==> config.mk <==
export PLATFORM = sky130hd
export DESIGN_NAME = panda_counter
export DESIGN_NICKNAME = d
export VERILOG_FILES = /design/src/rtl/panda_pkg.sv /design/src/rtl/edge_detect.sv /design/src/rtl/panda_counter.sv
export SDC_FILE = /design/constraint.sdc
export NUM_CORES = 1
export LEC_CHECK = 0
export BUFFER_PORTS_ARGS = -buffer_cell sky130_fd_sc_hd__buf_2
export CORE_MARGIN = 3
export CORE_UTILIZATION = 35
export DETAILED_ROUTE_END_ITERATION = 8
export SYNTH_ARGS = -nofsm -noshare
export SYNTH_HDL_FRONTEND = slang
export SYNTH_HIERARCHICAL = 1
export SYNTH_SLANG_ARGS = --single-unit
==> constraint.sdc <==
create_clock -name clk_i -period 8.6 [get_ports clk_i]
set_input_delay 2.15 -clock clk_i [delete_from_list [all_inputs] [get_ports clk_i]]
set_output_delay 2.15 -clock clk_i [all_outputs]
set_load 0.02 [all_outputs]
==> src/rtl/panda_pkg.sv <==
// Shared constants and types for the panda position/event fabric.
// Position words are fixed at 32 bits.
package panda_pkg;

  localparam int DATA_W = 32;

  typedef logic [DATA_W-1:0] pos_t;

  localparam pos_t STEP_RST = pos_t'(1);

endpackage

==> src/rtl/edge_detect.sv <==
// Rising-edge detector: registers the previous sample of a level
// and flags a 0->1 transition in the current cycle.
module edge_detect (
  input  logic clk_i,
  input  logic reset_n_i,
  input  logic din,
  output logic rise
);

  logic din_d;

  always_ff @(posedge clk_i or negedge reset_n_i) begin
    if (!reset_n_i) begin
      din_d <= 1'b0;
    end else begin
      din_d <= din;
    end
  end

  assign rise = din & ~din_d;

endmodule

==> src/rtl/panda_counter.sv <==
// Up/down pulse counter with programmable step, preload and
// one-cycle carry/borrow pulse on 32-bit wrap.
module panda_counter
  import panda_pkg::*;
(
  input  logic        clk_i,
  input  logic        reset_n_i,
  input  logic        enable_i,
  input  logic        trigger_i,
  input  logic        DIR,
  input  pos_t        START,
  input  logic        START_LOAD,
  input  pos_t        STEP,
  input  logic        STEP_WSTB,
  output logic        carry_o,
  output pos_t        out_o
);

  pos_t            count;
  pos_t            step_r;
  logic            carry;
  logic            en_rise;
  logic            tr_rise;
  logic [DATA_W:0] sum;
  pos_t            diff;
  logic            borrow;

  edge_detect u_en_edge (
    .clk_i     (clk_i),
    .reset_n_i (reset_n_i),
    .din       (enable_i),
    .rise      (en_rise)
  );

  edge_detect u_tr_edge (
    .clk_i     (clk_i),
    .reset_n_i (reset_n_i),
    .din       (trigger_i),
    .rise      (tr_rise)
  );

  assign sum    = {1'b0, count} + {1'b0, step_r};
  assign diff   = count - step_r;
  assign borrow = step_r > count;

  always_ff @(posedge clk_i or negedge reset_n_i) begin
    if (!reset_n_i) begin
      count  <= '0;
      step_r <= STEP_RST;
      carry  <= 1'b0;
    end else begin
      carry <= 1'b0;
      if (STEP_WSTB) begin
        step_r <= STEP;
      end
      // Loads win over any coincident trigger rise
      if (START_LOAD || en_rise) begin
        count <= START;
      end else if (enable_i && tr_rise) begin
        if (!DIR) begin
          count <= sum[DATA_W-1:0];
          carry <= sum[DATA_W];
        end else begin
          count <= diff;
          carry <= borrow;
        end
      end
    end
  end

  assign out_o   = count;
  assign carry_o = carry;

endmodule

# == Yosys cells after proc, flatten, opt, wreduce, memory -nomap -nowiden ==
# Index checks and enable logic that the tools add are counted.
# totals
wordCells,21
reg_bits,67
inputBits,71
out_inout_bits,33
# op_classes
mux,6
bitwise_logic,4
reduce_logical,3
n_lt_le_gt_ge,1
n_addsub,2
# ops
op,n
$mux 32,3
$add 32x32->33,1
$gt 32x32->1,1
$sub 32x32->32,1
$mux 1,3
$and 1x1->1,2
$not 1->1,2
$reduce_bool 2->1,1
$logic_and 1x1->1,1
$logic_or 1x1->1,1

# == Longest topological paths before layout ==
# Gate-level depths: netlist of the first run.
# logic_depth
word_depth,5
ltp_mapped,13
depth_no_buf,13

# == Modules after synthesis ==
# The synthesis of the first run kept the hierarchy.
# by_module_without_submodules
module,n_inst,seq_area_each_um2,cells_each,area_per_inst_um2
panda_counter,1,1627.8,804,6167.2
edge_detect,2,25.0,2,38.8

# == Worst setup path after synthesis of the first run ==
# Ideal clock, no wire load.
# synth_path
path_kind,input -> register
from,in DIR
to,"reg count[30], in the netlist out_o[30]"
stages,8
required_time_ps,8466
setup_time_ps,134
setup_slack_ps,5013
arrival_time_ps,3453
path_buffers,0
cell_sequence,inv_2 or3_1 a2bb2oi_2 o41ai_2 nor4_1 a21oi_1 xnor2_1 o21ai_0
# synth_via
elab_chain_cells,3
# synth_lines
element,line,text
"start, declared",panda_counter.sv:10,"input logic DIR,"
$mux 32,panda_counter.sv:60,if (!DIR) begin
$mux 32,panda_counter.sv:59,end else if (enable_i && tr_rise) begin
$mux 32,panda_counter.sv:57,if (START_LOAD || en_rise) begin
"end signal, assigned",panda_counter.sv:61,count <= sum[DATA_W-1:0];
"end signal, assigned",panda_counter.sv:64,count <= diff;
"end, declared",panda_counter.sv:19,pos_t count;
# Every way passes these cells. The select of a mux whose other input is x is not followed.
# A chain may end at the register's enable or synchronous reset.

# == Final worst setup path of the first run ==
# Ends and elaborated chain as after synthesis.

==> impl_metrics.ini, run 1 <==
[layout]
areaGrowthSynthToFinish_pct = 14.8
fillCellCount = 1844
utilization_pct = 41.3
final_common_cell = buf_2
drive_above_1_share_pct = 16.9
final_cell_mix = buf_2 (103), a21oi_1 (89), nand2_1 (85)
diodes = 0
fin_nets = 1015

[cts]
cts_root_buf = clkbuf_16
clkSinkCount = 67
ctsHoldBuffers = 0
cts-htree-levels = 3
clock_path_buffers = 2
cts_buffers = 9
cts_tree = yes
post_cts_buffers = 0
cts_resized = 0
clk_pin_slew_ps = 60
insertion_delay_ps = 340

[synth]
yosysWarnings = 6
synth_cells = 808
synth.ff_latch_count = 67
synth_cell_types = 74
syn_nets = 945
ys_seq_area_share_pct = 26.9
synth_ff_type = dfrtp_1
syn_area_per_cell_sq_um = 7.73
synth_area_sq_um = 6240
async_flop_share_pct = 100
synth_edf_count = 0

[floorplan]
die_x_microns = 140
die_area_sq_um = 19500
fp-row-count = 48
core-area_sq_um = 17400
pin_count = 104
initial_core_util_pct = 36.0
die_y_microns = 140

[timing]
slew_headroom_pct = 24.7
setup_violations = 0
finalCritPeriodShare_pct = 51.1
rsz0062_at_grt = no
hold_viol = 0
finalSetupTns_ps = 0
finalMaxSlewViolations = 0
clock.fmax_ghz = 0.227
finClkSkew_ps = 5.72
worstMarginPinSlew_ps = 1120
finalCriticalPeriod_ps = 4400

[setup_path]
worstSetupEndpointType = flip-flop
criticalPathCategory = primary input to flip-flop
ff2ff_setup_slack_ps = 5320
worstReg2RegStart = out_o[0]$_DFFE_PN0P_
r2r_end = out_o[24]$_DFFE_PN0P_
worstPathRequired_ps = 8790
start_kind = primary input
arrival_ps = 4590
worstRegToRegCells = 13
cp_max_fo = 51

[detailed_routing]
top_layer = met4
routed_wl_microns = 19500
ant_nets = 0
met3_wirelength_microns = 1470
met2_length_microns = 8490
vias = 6129
via_per_inst = 5.53
met1_length_microns = 9040
wl_per_cell_microns = 17.6
drt-initial-drc-count = 513
dr.pass1.iters = 5
drc = 0

[power_and_ir_drop]
powerDensity_nw_per_um2 = 192
power_mw = 1.38
p_leak_nw = 3.29
max-vdd-ir-drop_mv = 0.0956

[run_status]
status = finished, final reports clean

[worst_hold_path]
hp-start = step_r[6]$_DFFE_PN0P_
min_to = step_r[6]$_DFFE_PN0P_
hold_depth = 2
hold_class = flip-flop to flip-flop

[grt]
antenna_found_initial = 0
grt_pass1_vias = 6106
grt_pass1_wl_microns = 32200
grtUsageTotal_pct = 20.0
grt-ovfl-total = 0
grt_max_degree = 68

[placed_design]
dpl.hpwl_microns = 14300
port_buffers = 103
gp_congestion = 0.910

[job]
cap_violations = 0
## cells by family after synthesis
family | share of synthesized area (%)
adders and majority gates | 13.5
DFF | 26.9
xor gates and xnor gates | 3.65
and+or+nand+nor | 17.6
buffers and inverters | 6.97
muxes | 1.30
AOI/OAI and AO/OA | 30.1
## area by class of cell
class	instances	area, sq um	share of cell area, %
clock buffer	15	278	3.87
clock inverter	1	30.0	0.419
inverter	62	233	3.25
multi-input combinational	632	4130	57.6
sequential	67	1680	23.4
tap	225	282	3.93
timing repair buffer	106	538	7.50
## synth_stat cells (3+ instances only)
cell / number / share of area (%)
a21oi_1: 89 / 7.1
nand2_1: 85 / 5.1
nor2_1: 81 / 4.9
o21ai_0: 78 / 6.3
dfrtp_1: 66 / 26
ha_1: 64 / 13
inv_1: 60 / 3.6
clkbuf_1: 30 / 1.8
xnor2_1: 24 / 3.4
o21bai_1: 16 / 1.9
buf_2: 15 / 1.2
a22oi_1: 12 / 1.4
nand3_1: 12 / 0.96
a21o_1: 11 / 1.3
nor4_1: 11 / 1.1
o31ai_1: 10 / 1.2
nand4_1: 9 / 0.90
a211oi_1: 7 / 0.84
mux2i_1: 7 / 1.1
nor2b_1: 7 / 0.70
nor3_1: 7 / 0.56
nand2b_1: 6 / 0.60
o21ai_1: 6 / 0.48
a31oi_1: 5 / 0.50
o211ai_1: 5 / 0.60
a21oi_2: 4 / 0.56
a41oi_1: 4 / 0.56
o21a_1: 4 / 0.48
o41ai_2: 4 / 1.0
or3_1: 4 / 0.40
a21boi_0: 3 / 0.36
a2bb2oi_1: 3 / 0.42
o221ai_1: 3 / 0.42
or2_2: 3 / 0.30
## power breakdown
part	leakage (nW)	internal, mW	switching (mW)
clock	0.150	0.249	0.139
combinational	2.33	0.228	0.386
sequential	0.805	0.347	0.0312
## registers in the layout, summed over array words and instances, names as in the netlist
register	count
u_en_edge/din_d	1
carry_o	1
out_o	32
u_tr_edge/din_d	1
step_r	32
## worst max-delay path by stage
| stage | from | to | slack [ps] | cells past startpoint |
|---|---|---|---|---|
| floorplan | DIR | out_o[30]$_DFFE_PN0P_ | 5010 | 8 |
| global placement | DIR | out_o[30]$_DFFE_PN0P_ | 3930 | 10 |
| detailed placement | DIR | out_o[30]$_DFFE_PN0P_ | 3890 | 10 |
| CTS | DIR | out_o[30]$_DFFE_PN0P_ | 4240 | 10 |
| global route | DIR | out_o[30]$_DFFE_PN0P_ | 4040 | 10 |
| finish | DIR | out_o[30]$_DFFE_PN0P_ | 4200 | 10 |
## layer usage
layer / vias up / global-route usage [%]
met5: - / 0
met4: 0 / 7.50
met3: 32 / 3.16
met2: 263 / 30.5
met1: 2832 / 28.6
li1: 3002 / -
## per-stage QoR
step	setup WS [ps]	area [sq um]	cells	hold slack [ps]
CTS	4240	7170	1108	578
global route	4040	7170	1108	612
global placement	3930	6860	1092	551
floorplan	5010	6240	808	537
finish	4200	7170	1108	568
detailed placement	3890	6860	1092	567
## critical path, stage by stage
cell and delay (ps):
buf_2 70, buf_4 460, inv_2 340, or3_1 470, a2bb2oi_2 190, o41ai_2 380
nor4_1 90, a21oi_1 190, xnor2_1 130, o21ai_0 100
(Power assumes the default switching activity.)
==> run 2, diff against run 1 <==
==> constraint.sdc (replaced) <==
create_clock -name clk_i -period 3.9 [get_ports clk_i]
set_input_delay 0.975 -clock clk_i [delete_from_list [all_inputs] [get_ports clk_i]]
set_output_delay 0.975 -clock clk_i [all_outputs]
set_load 0.02 [all_outputs]
==> run 2 against run 1 <==
Hold slack gained 5.5 ps. Setup slack lost 3500 ps. Clock power increased to 2.6 times the previous value. Critical path type is now flip-flop to flip-flop. Highest routed layer unchanged.
==> impl_metrics.ini, run 2 (synthesis gave the netlist of run 1 again) <==
[power_and_ir_drop]
max-vdd-ir-drop_mv = 0.225
p_leak_nw = 3.37
powerDensity_nw_per_um2 = 437

[layout]
final_cell_mix = buf_2 (103), a21oi_1 (89), nand2_1 (85)
final_cells = 1117
fin_nets = 1024
utilization_pct = 42.1
final_common_cell = buf_2
diodes = 0
drive_above_1_share_pct = 18.0
areaGrowthSynthToFinish_pct = 17.0

[floorplan]
initial_core_util_pct = 36.0
die_y_microns = 140
die_area_sq_um = 19500
pin_count = 104
die_x_microns = 140
core-area_sq_um = 17400
fp-row-count = 48

[cts]
ctsHoldBuffers = 0
cts_buffers = 9
cts-htree-levels = 3
clk_pin_slew_ps = 60
cts_resized = 0
cts_root_buf = clkbuf_16
insertion_delay_ps = 350
clkSinkCount = 67
clock_path_buffers = 2
post_cts_buffers = 0
cts_tree = yes

[timing]
setup_violations = 0
hold_viol = 0
finalSetupTns_ps = 0
clock.fmax_ghz = 0.309
rsz0062_at_grt = no
setup_ws_ps = 666
finalCriticalPeriod_ps = 3230
slew_headroom_pct = 59.3
hold_ws_ps = 573
finalMaxSlewViolations = 0
worstMarginPinSlew_ps = 602
finClkSkew_ps = 8.98
finalCritPeriodShare_pct = 82.9

[detailed_routing]
wl_per_cell_microns = 17.3
drt-initial-drc-count = 466
routed_wl_microns = 19300
ant_nets = 0
via_per_inst = 5.55
dr.pass1.iters = 5
vias = 6195
drc = 0

[grt]
grt-ovfl-total = 0
grt_max_degree = 68
grt_pass1_wl_microns = 31700
grtUsageTotal_pct = 19.8
grt_pass1_vias = 6133
antenna_found_initial = 0

[worst_hold_path]
hp-start = step_r[5]$_DFFE_PN0P_
min_to = step_r[5]$_DFFE_PN0P_
hold_depth = 2
hold_class = flip-flop to flip-flop

[setup_path]
worstPathCellList = inv_1 -> ha_1 -> fa_1 -> nor2b_1 -> o21bai_1 -> a21oi_2 -> nor2_1 -> o41ai_2 -> a41oi_2 -> o41ai_2 -> a21oi_2 -> mux2i_1 -> a221o_1
start_kind = flip-flop
r2r_end = out_o[24]$_DFFE_PN0P_
criticalPathCategory = flip-flop to flip-flop
cp_max_fo = 4
critPathSlowestCell = dfrtp_1
worstPathRequired_ps = 4130
arrival_ps = 3460
worstReg2RegStart = out_o[0]$_DFFE_PN0P_
ff2ff_setup_slack_ps = 670
worstSetupEndpointType = flip-flop
crit_path_max_incr_delay_ps = 400
worstRegToRegCells = 13

[placed_design]
place_ws_ps = 708
port_buffers = 103
dp.cells = 1101
dpl.hpwl_microns = 14700
gp_congestion = 0.957

[job]
cap_violations = 0

[run_status]
status = finished, final reports clean
## run 2: layer usage
metal	wire [microns]	share of wire [%]	track usage [%]
met4	299	1.5	5.92
met5	0	0	0
met1	9200	48	28.0
met3	1090	5.6	3.64
met2	8730	45	31.1
## run 2: power breakdown
group / switching, mW / internal, mW
registers: 0.0669 / 0.766
clock network: 0.316 / 0.676
logic: 0.852 / 0.514
total: 1.23 / 1.96
## run 2: worst max-delay path by stage
stage,from,endpoint,slack (ps),cells after the start
after floorplan,out_o[0]$_DFFE_PN0P_,out_o[24]$_DFFE_PN0P_,920,13
after global routing,out_o[0]$_DFFE_PN0P_,out_o[24]$_DFFE_PN0P_,490,13
final,out_o[0]$_DFFE_PN0P_,out_o[24]$_DFFE_PN0P_,670,13
after CTS,out_o[0]$_DFFE_PN0P_,out_o[24]$_DFFE_PN0P_,670,13
after global placement,step_r[0]$_DFFE_PN1P_,out_o[28]$_DFFE_PN0P_,820,12
after detailed placement,out_o[0]$_DFFE_PN0P_,out_o[24]$_DFFE_PN0P_,710,13
## run 2: worst max-delay path, delay by kind of cell, from the launching register on
kind | cells | cell delay (ps)
compound gates | 7 | 1660
simple gates | 2 | 260
mux | 1 | 120
fa+ha+maj | 2 | 600
buf+inv | 1 | 60
flops | 1 | 400
## run 2: final cells by class
cell class	instances	area, sq um
Clock buffer	12	267
Clock inverter	4	95.1
Fill cell	1793	10100
Inverter	62	233
Multi-Input combinational cell	632	4130
Sequential cell	67	1680
Tap cell	225	282
Timing Repair Buffer	115	618
## run 2: stage by stage
stage | instance area, sq um | total power [mW]
2_1_floorplan | 6240 | 1.82
6_report | 7300 | 3.19
4_1_cts | 7300 | 3.20
5_1_grt | 7300 | 3.40
3_3_place_gp | 6940 | 2.20
3_5_place_dp | 6940 | 2.19
==> run 3, diff against run 2 <==
==> constraint.sdc (replaced) <==
create_clock -name clk_i -period 3 [get_ports clk_i]
set_input_delay 0.75 -clock clk_i [delete_from_list [all_inputs] [get_ports clk_i]]
set_output_delay 0.75 -clock clk_i [all_outputs]
set_load 0.02 [all_outputs]
==> run 3 against run 2 <==
The run now ends with setup timing left. Final area is 7.8% higher. Sequential power is 30% higher. Register-to-register slack got worse by 790 ps. Clock-buffer cell count shrank 1. Die area stayed put. Sequential cell count is the same. Combinational power up 51%. Utilization is 3.3 points higher. Routed wire length grew 5.1%. Setup slack lost 790 ps. Clock skew barely moved.
==> impl_metrics.ini, run 3 (synthesis gave the netlist of run 1 again) <==
[placed_design]
placed_area_sq_um = 7300
dpl.hpwl_microns = 15700
place_ws_ps = -159
port_buffers = 103
gp_congestion = 0.960

[job]
cap_violations = 0

[setup_path]
start_kind = flip-flop
worstReg2RegStart = out_o[0]$_DFFE_PN0P_
worstPathCellList = inv_1 -> ha_2 -> fa_2 -> nor2b_2 -> o21bai_2 -> a21oi_2 -> nor2_2 -> o41ai_4 -> a41oi_2 -> o41ai_2 -> a21oi_2 -> mux2i_1 -> a221o_1
crit_family = compound AO/OA/AOI/OAI gates
worst-path-buf-inv = 1
worstPathRequired_ps = 3230
crit_path_max_incr_delay_ps = 400
criticalPathCategory = flip-flop to flip-flop
critPathSlowestCell = o41ai_4
crit_start = out_o[0]$_DFFE_PN0P_
worstSetupEndpointType = flip-flop
crit_path_frequent_cell = a21oi_2
cp_max_fo = 3
arrival_ps = 3350

[grt]
grt_max_degree = 30
grt_pass1_wl_microns = 33000
antenna_found_initial = 0
grt_pass1_vias = 6229
grt-ovfl-total = 0
grtUsageTotal_pct = 20.6

[floorplan]
core-area_sq_um = 17400
initial_core_util_pct = 36.0
fp-row-count = 48
die_area_sq_um = 19500
die_x_microns = 140
die_y_microns = 140
pin_count = 104

[layout]
diodes = 0
areaGrowthSynthToFinish_pct = 26.0
final_cell_area_sq_um = 7870
fillCellCount = 1793
final_common_cell = buf_2
fin_nets = 1082
final_cell_mix = buf_2 (103), a21oi_1 (88), nand2_1 (85)
drive_above_1_share_pct = 26.2

[power_and_ir_drop]
max-vdd-ir-drop_mv = 0.296
p_leak_nw = 3.64
powerDensity_nw_per_um2 = 536
power_mw = 4.22

[cts]
insertion_delay_ps = 350
cts_buffers = 9
clk_pin_slew_ps = 60
cts_tree = yes
ctsHoldBuffers = 0
clkSinkCount = 67
clock_path_buffers = 2
cts-htree-levels = 3
cts_root_buf = clkbuf_16

[timing]
finalSetupTns_ps = -239
setup_violations = 3
clock.fmax_ghz = 0.320
hold_viol = 0
worstMarginPinSlew_ps = 539
slew_headroom_pct = 63.7
finalCriticalPeriod_ps = 3120
rsz0062_at_grt = yes
finalMaxSlewViolations = 0
setup_ws_ps = -121
finalCritPeriodShare_pct = 104
hold_ws_ps = 301
finClkSkew_ps = 8.86

[detailed_routing]
drt-initial-drc-count = 422
via_per_inst = 5.44
vias = 6394
dr.pass1.iters = 5
drc = 0
routed_wl_microns = 20300
wl_per_cell_microns = 17.3
ant_nets = 0

[run_status]
status = finished with violations
violations = setup timing

[worst_hold_path]
hold_class = primary input to async pin
run 3: layout make-up:
cell class                      instances  area (sq um)  area share, %
Multi-Input combinational cell        632          4340           55.2
Sequential cell                        67          1680           21.3
Timing Repair Buffer                  173          1040           13.2
Tap cell                              225           282           3.58
Clock buffer                           11           243           3.08
Inverter                               62           233           2.96
Clock inverter                          5          52.6          0.668
run 3: per-layer routing:
| metal | routed length (microns) | up-vias | track usage (%) |
|---|---|---|---|
| li1 | - | 3137 | - |
| met1 | 9550 | 3059 | 28.9 |
| met2 | 9350 | 176 | 32.9 |
| met3 | 1060 | 22 | 3.33 |
| met4 | 348 | 0 | 6.17 |
| met5 | 0 | - | 0 |
run 3: power by group:
group          total [mW]  leakage (nW)  switching, mW  internal (mW)
registers            1.08         0.805         0.0812          0.995
clock network        1.07         0.145          0.412          0.661
logic                2.07          2.69           1.21          0.859
total                4.22          3.64           1.70           2.52
run 3: repair_timing:
action                     CTS  global route
setup endpoints to repair    3            14
pin swaps                    3            24
resized for setup            1            43
setup buffers                0             8
gates cloned                 0             0
run 3: path summary, 6_finish.rpt:
kind / slack, ps / cells past startpoint / to
max: -120 / 13 / out_o[24]$_DFFE_PN0P_
min: 300 / 1 / step_r[26]$_DFFE_PN0P_
max reg2reg: -120 / 13 / out_o[24]$_DFFE_PN0P_
min reg2reg: 570 / 2 / step_r[9]$_DFFE_PN0P_
max in group asynchronous: 1950 / 2 / step_r[0]$_DFFE_PN1P_
min in group clk_i: 540 / 1 / u_tr_edge/din_d$_DFF_PN0_
run 3: through the flow:
stage / instances / util [%]
after detailed placement: 1151 / 42.1
after floorplan: 808 / -
after global routing: 1175 / 45.3
after CTS: 1167 / 43.8
after global placement: 1151 / 42.1
final: 1175 / 45.3
